## src/rtl/router_fifo_if.sv

```systemverilog
`default_nettype none
// +-----------------------------------------------------------------------------+
// | router_fifo_if : write/read/flush bundle between the register stage,        |
// |                  a router_fifo and its destination port.                    |
// | Revision       : 1.0                                                        |
// +-----------------------------------------------------------------------------+
interface router_fifo_if #(
  parameter int WIDTH = 8
);
  logic             soft_reset;
  logic             write_enb;
  logic             lfd_state;
  logic [WIDTH-1:0] data_in;
  logic             read_enb;
  logic [WIDTH-1:0] data_out;
  logic             full;
  logic             empty;

  modport master (
    output soft_reset, write_enb, lfd_state, data_in, read_enb,
    input  data_out, full, empty
  );

  modport slave (
    input  soft_reset, write_enb, lfd_state, data_in, read_enb,
    output data_out, full, empty
  );
endinterface
`default_nettype wire

```

## src/rtl/router_fifo.sv

```systemverilog
`default_nettype none
// +-----------------------------------------------------------------------------+
// | router_fifo : per-port output buffer of the 1x3 router. Stores bytes with a |
// |               header marker and streams one packet at a time, idling the    |
// |               output between packets. Option: ROUTER_FIFO_TRISTATE_EN       |
// |               (idle value is all-z instead of all-zero).                    |
// | Revision    : 1.0                                                           |
// +-----------------------------------------------------------------------------+
module router_fifo #(
  parameter int WIDTH  = 8,
  parameter int DEPTH  = 16,
  parameter int ADDR_W = 4
) (
  input  logic         clock,
  input  logic         reset,
  router_fifo_if.slave bus
);

`ifdef ROUTER_FIFO_TRISTATE_EN
  localparam logic [WIDTH-1:0] IDLE_VALUE = {WIDTH{1'bz}};
`else
  localparam logic [WIDTH-1:0] IDLE_VALUE = {WIDTH{1'b0}};
`endif

  logic [WIDTH:0]  mem [DEPTH];
  logic [ADDR_W:0] wr_ptr;
  logic [ADDR_W:0] rd_ptr;
  logic [5:0]      pkt_cnt;
  logic [WIDTH:0]  rd_word;
  logic            do_wr;
  logic            do_rd;

  assign bus.empty = (wr_ptr == rd_ptr);
  assign bus.full  = (wr_ptr[ADDR_W] != rd_ptr[ADDR_W]) &&
                     (wr_ptr[ADDR_W-1:0] == rd_ptr[ADDR_W-1:0]);

  // soft_reset wins over both sides in the cycle it is asserted
  assign do_wr   = bus.write_enb && !bus.full  && !bus.soft_reset;
  assign do_rd   = bus.read_enb  && !bus.empty && !bus.soft_reset;
  assign rd_word = mem[rd_ptr[ADDR_W-1:0]];

  always_ff @(posedge clock) begin
    if (do_wr) begin
      mem[wr_ptr[ADDR_W-1:0]] <= {bus.lfd_state, bus.data_in};
    end
  end

  always_ff @(posedge clock or posedge reset) begin
    if (reset) begin
      wr_ptr       <= '0;
      rd_ptr       <= '0;
      pkt_cnt      <= '0;
      bus.data_out <= IDLE_VALUE;
    end else if (bus.soft_reset) begin
      wr_ptr       <= '0;
      rd_ptr       <= '0;
      pkt_cnt      <= '0;
      bus.data_out <= IDLE_VALUE;
    end else begin
      if (do_wr) begin
        wr_ptr <= wr_ptr + 1'b1;
      end
      if (do_rd) begin
        bus.data_out <= rd_word[WIDTH-1:0];
        rd_ptr       <= rd_ptr + 1'b1;
        // header byte carries payload length in its upper six bits; +1 for parity
        if (rd_word[WIDTH]) begin
          pkt_cnt <= rd_word[WIDTH-1:WIDTH-6] + 6'd1;
        end else if (pkt_cnt != 6'd0) begin
          pkt_cnt <= pkt_cnt - 6'd1;
        end
      end else if (pkt_cnt == 6'd0) begin
        bus.data_out <= IDLE_VALUE;
      end
    end
  end

endmodule
`default_nettype wire

```

## src/flat_wrapper.sv

```systemverilog
// flat-port wrapper written by rule: the top's interface ports become plain ports
module router_fifo_flat 
#(
  parameter int WIDTH  = 8,
  parameter int DEPTH  = 16,
  parameter int ADDR_W = 4
)
  (clock, reset, bus_soft_reset, bus_write_enb, bus_lfd_state, bus_data_in, bus_read_enb, bus_data_out, bus_full, bus_empty);
  router_fifo_if #(.WIDTH(WIDTH)) bus_i ();
  input  logic clock;
  input  logic reset;
  input wire logic [$bits(bus_i.soft_reset)-1:0] bus_soft_reset;
  input wire logic [$bits(bus_i.write_enb)-1:0] bus_write_enb;
  input wire logic [$bits(bus_i.lfd_state)-1:0] bus_lfd_state;
  input wire logic [$bits(bus_i.data_in)-1:0] bus_data_in;
  input wire logic [$bits(bus_i.read_enb)-1:0] bus_read_enb;
  output wire logic [$bits(bus_i.data_out)-1:0] bus_data_out;
  output wire logic [$bits(bus_i.full)-1:0] bus_full;
  output wire logic [$bits(bus_i.empty)-1:0] bus_empty;
  assign bus_i.soft_reset = bus_soft_reset;
  assign bus_i.write_enb = bus_write_enb;
  assign bus_i.lfd_state = bus_lfd_state;
  assign bus_i.data_in = bus_data_in;
  assign bus_i.read_enb = bus_read_enb;
  assign bus_data_out = bus_i.data_out;
  assign bus_full = bus_i.full;
  assign bus_empty = bus_i.empty;
  router_fifo #(.WIDTH(WIDTH), .DEPTH(DEPTH), .ADDR_W(ADDR_W)) u_core (.clock(clock), .reset(reset), .bus(bus_i));
endmodule
```

## config.mk

```make
export PLATFORM = sky130hd
export DESIGN_NAME = router_fifo_flat
export DESIGN_NICKNAME = d
export VERILOG_FILES = /design/src/rtl/router_fifo_if.sv /design/src/rtl/router_fifo.sv /design/src/flat_wrapper.sv
export SDC_FILE = /design/constraint.sdc
export NUM_CORES = 1
export LEC_CHECK = 0
export BUFFER_PORTS_ARGS = -buffer_cell sky130_fd_sc_hd__buf_2
export CORE_MARGIN = 2
export CORE_UTILIZATION = 25
export DETAILED_ROUTE_END_ITERATION = 10
export HOLD_SLACK_MARGIN = 0.08
export PLACE_DENSITY = 0.35
export SYNTH_ARGS = -nofsm -noshare
export SYNTH_HDL_FRONTEND = slang
export SYNTH_SLANG_ARGS = --single-unit
```

## constraint.sdc

```tcl
create_clock -name clock -period 3.7 [get_ports clock]
set_clock_uncertainty 0.2 [all_clocks]
set_input_delay 0.74 -clock clock [delete_from_list [all_inputs] [get_ports clock]]
set_output_delay 0.74 -clock clock [all_outputs]
set_load 0.03 [all_outputs]
```

==> impl_results.md <==
* P_leak at ~2.7 nW
* GRT busiest layer: met2
* Clk_lat worst skew at 0.42 ns
* Worst EP arrival at 3.15 ns
* YS warnings at 0
* Post-Syn Instances at 398
* Synth unique cells at 42
* CTS tree: done
* Crit-path max FO at 20
* Hold Fails Final Rpt at 0
* Met3 GRT Util at under 10%
* Post_cts resized at 0
* Met2 usage at about a fifth
* Pin count of the biggest net entering global routing at 35
* Buffer levels on the longest clock path at 2
* Post-route ant nets at 0
* RSZ-0062 raised after global routing: false
* Minimum clock period at 3.04 ns
* Initial antenna violation count at 0
* Setup CP Type: reg -> reg
* Synth Register Bits at ~170
* Core Util, Final at 29.9%
* Worst r2r src: u_core.rd_ptr[1]
* Number of clock sinks at 168
* Area growth syn-to-layout at 17.7%
* DR WL/cell at around 20 um
* Setup Fix Bufs, Post-CTS at 0
* Max-slew violations at 0
* # rows at 61
* Layout cells sized above 1 at 26.4%
* First-pass GRT wire length at 25.5 mm
* Post-synthesis adder-cell area fraction at between 1 and 1.5%
* Die Span Y at 172 um
* Dpl cells at 801
* Aggregate global-route resource usage at 12.2%
* Reg2Reg Depth at 6
* Number of flops mapped to enable cells by yosys at 144
* Post-synthesis sequential area ratio at 69.8%
* Crit path launch type: flip-flop
* # setup viols final at 0
* Vias in the first global route at 3924
* Synth Area in Compound Gates at 3.65%
* Post-Synth Simple-Gate Area at 5.91%
* Power density cells at roughly 550 nW/um^2
* Clock slew at reported path FFs at 0.07 ns
* Vias at between 3k and 4k
* Antenna diode instance count at 0
* DRT Pass-1 Iters at 4
* Core area at 27800 sq um
* Finished Layout Cells at 832
* GRT Residual Overflow at 0
* Async set-reset flop share out of synthesis at 14.3%
* Final Cycle Share at approximately 82%
* Final Net Count at 464
* Starting density of the core at between 20% and 30%
* Worst Setup SP: u_core.rd_ptr[1]
* Endpoint class of the critical path: flip-flop
* Synth Area in XOR/XNOR at 2.24%
* Final hold slack at around 0.33 ns
* Filler instances at 2801
* Hold Buf Count CTS at 0
* Max Cap Violations at 0
* Dpl cell area at between 7000 and 8000 sq um
* Total Power at between 4 and 5 mW
* HP Start: u_core.bus.data_out[2]
* Post-synthesis mux area share at 14.7%
* Clk root buf: clkbuf_16
* Commonest non-fill, non-tap cells in the layout: edfxtp_1, mux4_2, buf_2, buf_4
* DRC violations left at 0
* Post-Syn Area at just over 7000 sq um
* Max IR drop VDD at 0.286 mV
* Num CTS Buffers at 17
* H-tree levels at 4
* Commonest non-fill, non-tap cell in the layout: edfxtp_1
* Dominant synthesized flop cell: edfxtp_1
* Worst Tran Pin Value at 1.12 ns
* Hold/Removal Path Class: reg -> reg
* Synthesized Nets at 420
* Dpl ws at 0.633 ns
* Slew HR at 25.1%
* Drt first-iter violations at 212
* Die area at just under 30000 sq um
* Final Cell Area at about 8300 sq um
* Synthesized area per cell at 17.7 sq um
* Die span in x at 172 um
* Vias/cell at about 4.4
* Max frequency at 0.329 GHz
* Total Routed Length at 16.8 mm
* Largest family of logic cells by synthesized area: multiplexers
* Setup TNS at 0 ns
* I/O pin total at 24
* Hold Crit Depth at 2
* CP required at 3.81 ns
* Buffers on Ports at 23
* RePlAce Congestion at ~0.70
* Final HPWL DP at about 11 mm
* Worst setup margin at 0.659 ns
* Met1 usage at 17.1%
* Status: finished, final reports clean
==> final cells by class <==
class	instances	area [sq um]	share of cell area, %
well taps	378	473	5.70
flip-flops and latches	168	4930	59.4
repair buffers	48	328	3.95
multi-input cells	202	2010	24.3
clock buffers	17	425	5.13
clock inverters	14	115	1.39
inverters	5	18.8	0.226
==> worst max-delay path: stages (launching register included) <==
cell	delay, ns
dfrtp_2	0.71
buf_4	0.33
or2_2	0.16
o22ai_1	0.06
a21oi_1	0.86
o21ai_0	0.25
a221oi_1	0.34
==> power breakdown <==
part / total (mW) / switching [mW] / internal, mW
registers: 2.15 / 0.0448 / 2.10
clock network: 1.65 / 0.775 / 0.876
logic: 0.755 / 0.442 / 0.312
==> registers in the layout, indices dropped and copies added, names as in the netlist <==
signal / count
u_core.bus.data_out: 8
u_core.pkt_cnt: 6
u_core.wr_ptr: 5
u_core.rd_ptr: 5
u_core.mem: 144
==> cells in the mapped netlist (2+ instances only) <==
cell / count / share of area, %
a211oi_1: 2 / 0.21
a21oi_1: 17 / 1.2
a221oi_1: 2 / 0.25
buf_1: 2 / 0.11
buf_12: 2 / 0.57
buf_2: 12 / 0.85
clkbuf_1: 6 / 0.32
dfrtp_1: 24 / 8.5
edfxtp_1: 144 / 61
ha_1: 8 / 1.4
inv_1: 5 / 0.27
mux2i_1: 9 / 1.3
mux4_1: 12 / 4.5
mux4_2: 28 / 8.9
nand2_1: 22 / 1.2
nand2b_1: 5 / 0.44
nand3_1: 11 / 0.78
nand4_1: 5 / 0.44
nor2_1: 22 / 1.2
nor3_1: 7 / 0.50
nor3b_1: 2 / 0.21
nor4_1: 5 / 0.44
o21a_1: 2 / 0.21
o21ai_0: 4 / 0.28
o21ai_1: 3 / 0.21
o22ai_1: 5 / 0.44
xnor2_1: 7 / 0.87
xor2_1: 11 / 1.4
==> cells by family (layout without fill, tap and decap cells) <==
| group | Yosys count | count (layout) |
|---|---|---|
| compound gates | 41 | 41 |
| simple gates | 86 | 86 |
| flops | 168 | 168 |
| fa+ha+maj | 8 | 8 |
| mux | 49 | 49 |
| buf+inv | 28 | 84 |
| xor+xnor | 18 | 18 |
==> layer usage <==
layer	part of all wire [%]	vias up
met3	2.5	13
met2	47	55
li1	-	1670
met1	50	1940
met4	0.88	0
met5	0	-
==> path summary, 6_finish.rpt <==
check	end	slack [ns]
max in group asynchronous	u_core.rd_ptr[1]	2.25
hold / removal	u_core.bus.data_out[2]	0.33
setup / recovery	u_core.pkt_cnt[1]	0.66
min in group asynchronous	u_core.pkt_cnt[4]	0.36
setup reg to reg	u_core.pkt_cnt[1]	0.66
hold reg to reg	u_core.bus.data_out[2]	0.33
(Power assumes the default switching activity.)
